## src/rtl/sr_latch_nand_if.sv

```systemverilog
// sr_latch_nand_if: set/reset request and latch status bundle for a bank of NAND SR latches
interface sr_latch_nand_if #(parameter int WIDTH = 1);
  logic [WIDTH-1:0] S;
  logic [WIDTH-1:0] R;
  logic [WIDTH-1:0] Q;
  logic [WIDTH-1:0] Qn;
  logic [WIDTH-1:0] illegal;
  logic illegal_seen;
  modport master (output S, R, input Q, Qn, illegal, illegal_seen);
  modport slave (input S, R, output Q, Qn, illegal, illegal_seen);
endinterface

```

## src/rtl/sr_latch_nand.sv

```systemverilog
// sr_latch_nand: clocked bank of active-low NAND SR latches with forbidden-state reporting
module sr_latch_nand #(parameter int WIDTH = 1) (
  input logic clk,
  input logic rst_n,
  sr_latch_nand_if.slave bus
);
  logic [WIDTH-1:0] q_state;
  logic [WIDTH-1:0] q_nx;
  logic [WIDTH-1:0] qn_nx;
  logic [WIDTH-1:0] ill_nx;
  logic [WIDTH-1:0] qn_r;
  logic [WIDTH-1:0] ill_r;
  logic seen_r;
  // q_state is Q with the forbidden state folded to 0, so a hold after forbidden recovers reset-dominant
  always_comb begin
    q_nx = ~bus.S | (bus.R & q_state);
    qn_nx = ~bus.R | (bus.S & (qn_r | ill_r));
    ill_nx = ~bus.S & ~bus.R;
  end
  always_ff @(posedge clk) begin
    if (!rst_n) begin
      q_state <= '0;
      qn_r <= '1;
      ill_r <= '0;
      seen_r <= 1'b0;
    end else begin
      q_state <= q_nx & ~ill_nx;
      qn_r <= qn_nx;
      ill_r <= ill_nx;
      seen_r <= seen_r | (|ill_nx);
    end
  end
  assign bus.Q = q_state | ill_r;
  assign bus.Qn = qn_r;
  assign bus.illegal = ill_r;
  assign bus.illegal_seen = seen_r;
endmodule

```

## src/flat_wrapper.sv

```systemverilog
// flat-port wrapper written by rule: the top's interface ports become plain ports
module sr_latch_nand_flat 
#(parameter int WIDTH = 1)
  (clk, rst_n, bus_S, bus_R, bus_Q, bus_Qn, bus_illegal, bus_illegal_seen);
  sr_latch_nand_if #(.WIDTH(WIDTH)) bus_i ();
  input logic clk;
  input logic rst_n;
  input wire logic [$bits(bus_i.S)-1:0] bus_S;
  input wire logic [$bits(bus_i.R)-1:0] bus_R;
  output wire logic [$bits(bus_i.Q)-1:0] bus_Q;
  output wire logic [$bits(bus_i.Qn)-1:0] bus_Qn;
  output wire logic [$bits(bus_i.illegal)-1:0] bus_illegal;
  output wire logic [$bits(bus_i.illegal_seen)-1:0] bus_illegal_seen;
  assign bus_i.S = bus_S;
  assign bus_i.R = bus_R;
  assign bus_Q = bus_i.Q;
  assign bus_Qn = bus_i.Qn;
  assign bus_illegal = bus_i.illegal;
  assign bus_illegal_seen = bus_i.illegal_seen;
  sr_latch_nand #(.WIDTH(WIDTH)) u_core (.clk(clk), .rst_n(rst_n), .bus(bus_i));
endmodule
```

## config.mk

```make
export PLATFORM = sky130hd
export DESIGN_NAME = sr_latch_nand_flat
export DESIGN_NICKNAME = d
export VERILOG_FILES = /design/src/rtl/sr_latch_nand_if.sv /design/src/rtl/sr_latch_nand.sv /design/src/flat_wrapper.sv
export SDC_FILE = /design/constraint.sdc
export NUM_CORES = 1
export LEC_CHECK = 0
export CAP_MARGIN = 5
export CELL_PAD_IN_SITES_DETAIL_PLACEMENT = 1
export CELL_PAD_IN_SITES_GLOBAL_PLACEMENT = 2
export CORE_AREA = 2 2 39 41
export CTS_CLUSTER_SIZE = 12
export DETAILED_ROUTE_END_ITERATION = 8
export DIE_AREA = 0 0 41 43
export DONT_BUFFER_PORTS = 1
export PLACE_DENSITY = 0.36
export SETUP_SLACK_MARGIN = 0.5
export SLEW_MARGIN = 20
export SYNTH_ARGS = -nofsm -noshare
export SYNTH_HDL_FRONTEND = slang
export SYNTH_SLANG_ARGS = --single-unit
```

## constraint.sdc

```tcl
create_clock -name clk -period 1.24 [get_ports clk]
set_input_delay 0 -clock clk [delete_from_list [all_inputs] [get_ports clk]]
set_output_delay 0 -clock clk [all_outputs]
set_load 0.01 [all_outputs]
```

==> flow_metrics.tcl <==
set metrics [dict create \
    outcome "finished, final reports clean" \
    final-seq-area_um2 81.3 \
    hold_path_class "reg2reg" \
    wl_um 331 \
    die_w_um 41 \
    cap_viol_max_count 0 \
    grt_pass1_vias 140 \
    ir_worst_vdd_v 0.000660 \
    drv_slew 0 \
    crit_path_end_kind "primary output" \
    holdWs_ns 0.465 \
    startpoint_type "flop" \
    dp_hpwl_um 238 \
    initial_core_util 0.0913 \
    die_height_um 43 \
    leakage_uw 0.0000793 \
    crit_buf_inv 0 \
    place_congestion 0.539 \
    drive_gt1_frac 0.316 \
    grt_pass1_wl_um 558 \
    critical_path_class "reg2out" \
    overflow 0 \
    io-pin-count 8 \
    power_density_nw_per_um2 1610 \
    slowest_stage "dfxtp_2" \
    syn_avg_cell_area_um2 9.72 \
    tightest_slew_ns 0.151 \
    cts_max_level 1 \
    finalWorstSetupSlack_ns 0.426 \
    max_freq_mhz 1230 \
    clkLatencyLatePin_ns 0.23 \
    via_per_inst 3.26 \
    grt_usage 0.0581 \
    crit_fanout 3 \
    grt_max_degree 5 \
    fill_cells 161 \
    clk_pin_slew_ns 0.04 \
    hold_depth 2 \
    fp.coreArea_um2 1380 \
    cts_root_buffer "clkbuf_4" \
    postCtsSetupRepairBufs 0 \
    fin_setup_tns_ns 0 \
    slew_headroom 0.899 \
    tritoncts "yes" \
    nNetsFinal 25 \
    ys_warn_count 0 \
    period_share 0.657 \
    rows 14 \
    synth.distinct_cells 10 \
    numCtsBuffers 3 \
    cp.depth 1 \
    antenna_cells 0 \
    cts_buffer_depth 2 \
    r2r_cells 2 \
    area_delta_synth_final_pct 62.4 \
    wl_per_cell_um 9.46 \
    required_ns 1.24 \
    synth_nets 17 \
    skew_ns 0.000451 \
    ys_seq_elements 4 \
    io_buffer_count 0 \
    final.min_clock_period_ns 0.814 \
    drt_iter0_drc 1 \
    die_area_um2 1760 \
    dr.pass1.iters 2 \
    rsz0062_at_grt "yes" \
    cpLargestDelayFamily "flip-flops" \
    cp.arrival_ns 0.81 \
    syn_area_um2 126 \
    crit_chain "or2_4" \
    multi_input_area_um2 47.5 \
    vias 114 \
    ys_seq_area_frac 0.634 \
    drc_errors 0 \
    final_antenna_net_count 0 \
    antenna_found_initial 0 \
    place_ws_ns 0.523 \
    setup_viol 0 \
    cts_sinks 4 \
    postSynthCellCount 13 \
    critPathMaxStageDelay_ns 0.34 \
    hold_violations 0 \
]
-- worst min-delay path: cells and delay by family, from the launching register on --
family	cells	cell delay (ns)
buffers and inverters	1	0.06
AO/OA/AOI/OAI	1	0.05
flip-flops	1	0.31
-- registers in the layout, summed over array words and instances (netlist names) --
name,count
u_core.bus.Qn,1
u_core.q_state,1
u_core.bus.illegal_seen,1
u_core.bus.illegal,1
-- layer usage --
metal | track usage | up-vias | part of all wire
met1 | 0.0575 | 48 | 0.44
met3 | 0.0995 | 0 | 0.23
li1 | - | 55 | -
met2 | 0.0563 | 11 | 0.33
met4 | 0.0200 | 0 | 0
met5 | 0 | - | 0
-- where the power goes --
group | leakage [uW] | total (uW) | switching (uW) | internal (uW)
Combinational | 0.0000321 | 24.5 | 10.6 | 13.9
Clock | 0.0000138 | 161 | 53.2 | 108
Sequential | 0.0000334 | 143 | 6.99 | 136
Total | 0.0000793 | 329 | 70.8 | 259
-- cell type report --
| type | instances | area share |
|---|---|---|
| inverters | 1 | 0.0183 |
| multi-input cells | 8 | 0.232 |
| clock buffers | 3 | 0.110 |
| well taps | 16 | 0.0976 |
| flip-flops and latches | 4 | 0.396 |
| repair buffers | 3 | 0.146 |
-- placed cells by master (no fill, tap or decap) --
cell type      instances
dfxtp_1                3
and2_1                 1
dfxtp_2                1
dlygate4sd3_1          3
o21a_1                 1
or2_4                  1
nand3_1                1
inv_1                  1
o21ai_0                1
a21oi_1                1
nor2_2                 1
nand2_1                1
clkbuf_4               3
-- per-stage QoR --
step	util	instances	power, uW	area [um2]
after floorplan	-	13	153	126
after global placement	0.106	29	155	146
after detailed placement	0.106	29	156	146
after CTS	0.146	35	335	203
after global routing	0.148	35	358	205
final	0.148	35	329	205
-- path summary, 6_finish.rpt --
check	from	slack (ns)	endpoint
min reg2reg	u_core.q_state	0.46	u_core.q_state
min	u_core.q_state	0.46	u_core.q_state
max reg2reg	u_core.bus.illegal	0.53	u_core.bus.Qn
max	u_core.bus.illegal	0.43	bus_Q
-- cell families after synthesis --
| logic type | after synthesis | share of synthesized area |
|---|---|---|
| compound gates | 3 | 0.139 |
| buf+inv | 1 | 0.0297 |
| flops | 4 | 0.634 |
| simple gates | 5 | 0.198 |
-- what timing repair did --
action / 4_1_cts / 5_1_grt
endpoints found under the setup margin: 1 / 4
pin swaps: 1 / 0
hold buffers: 3 / 0
hold endpoints to repair: 4 / 0
resized for setup: 2 / 1
-- synth_stat cells --
library cell	number	area, um2
dfxtp_1	4	80.1
a21oi_1	1	5.00
and2_1	1	6.26
inv_1	1	3.75
nand2_1	1	3.75
nand3_1	1	5.00
nor2_1	1	3.75
o21a_1	1	7.51
o21ai_0	1	5.00
or2_1	1	6.26
(Power assumes the default switching activity.)
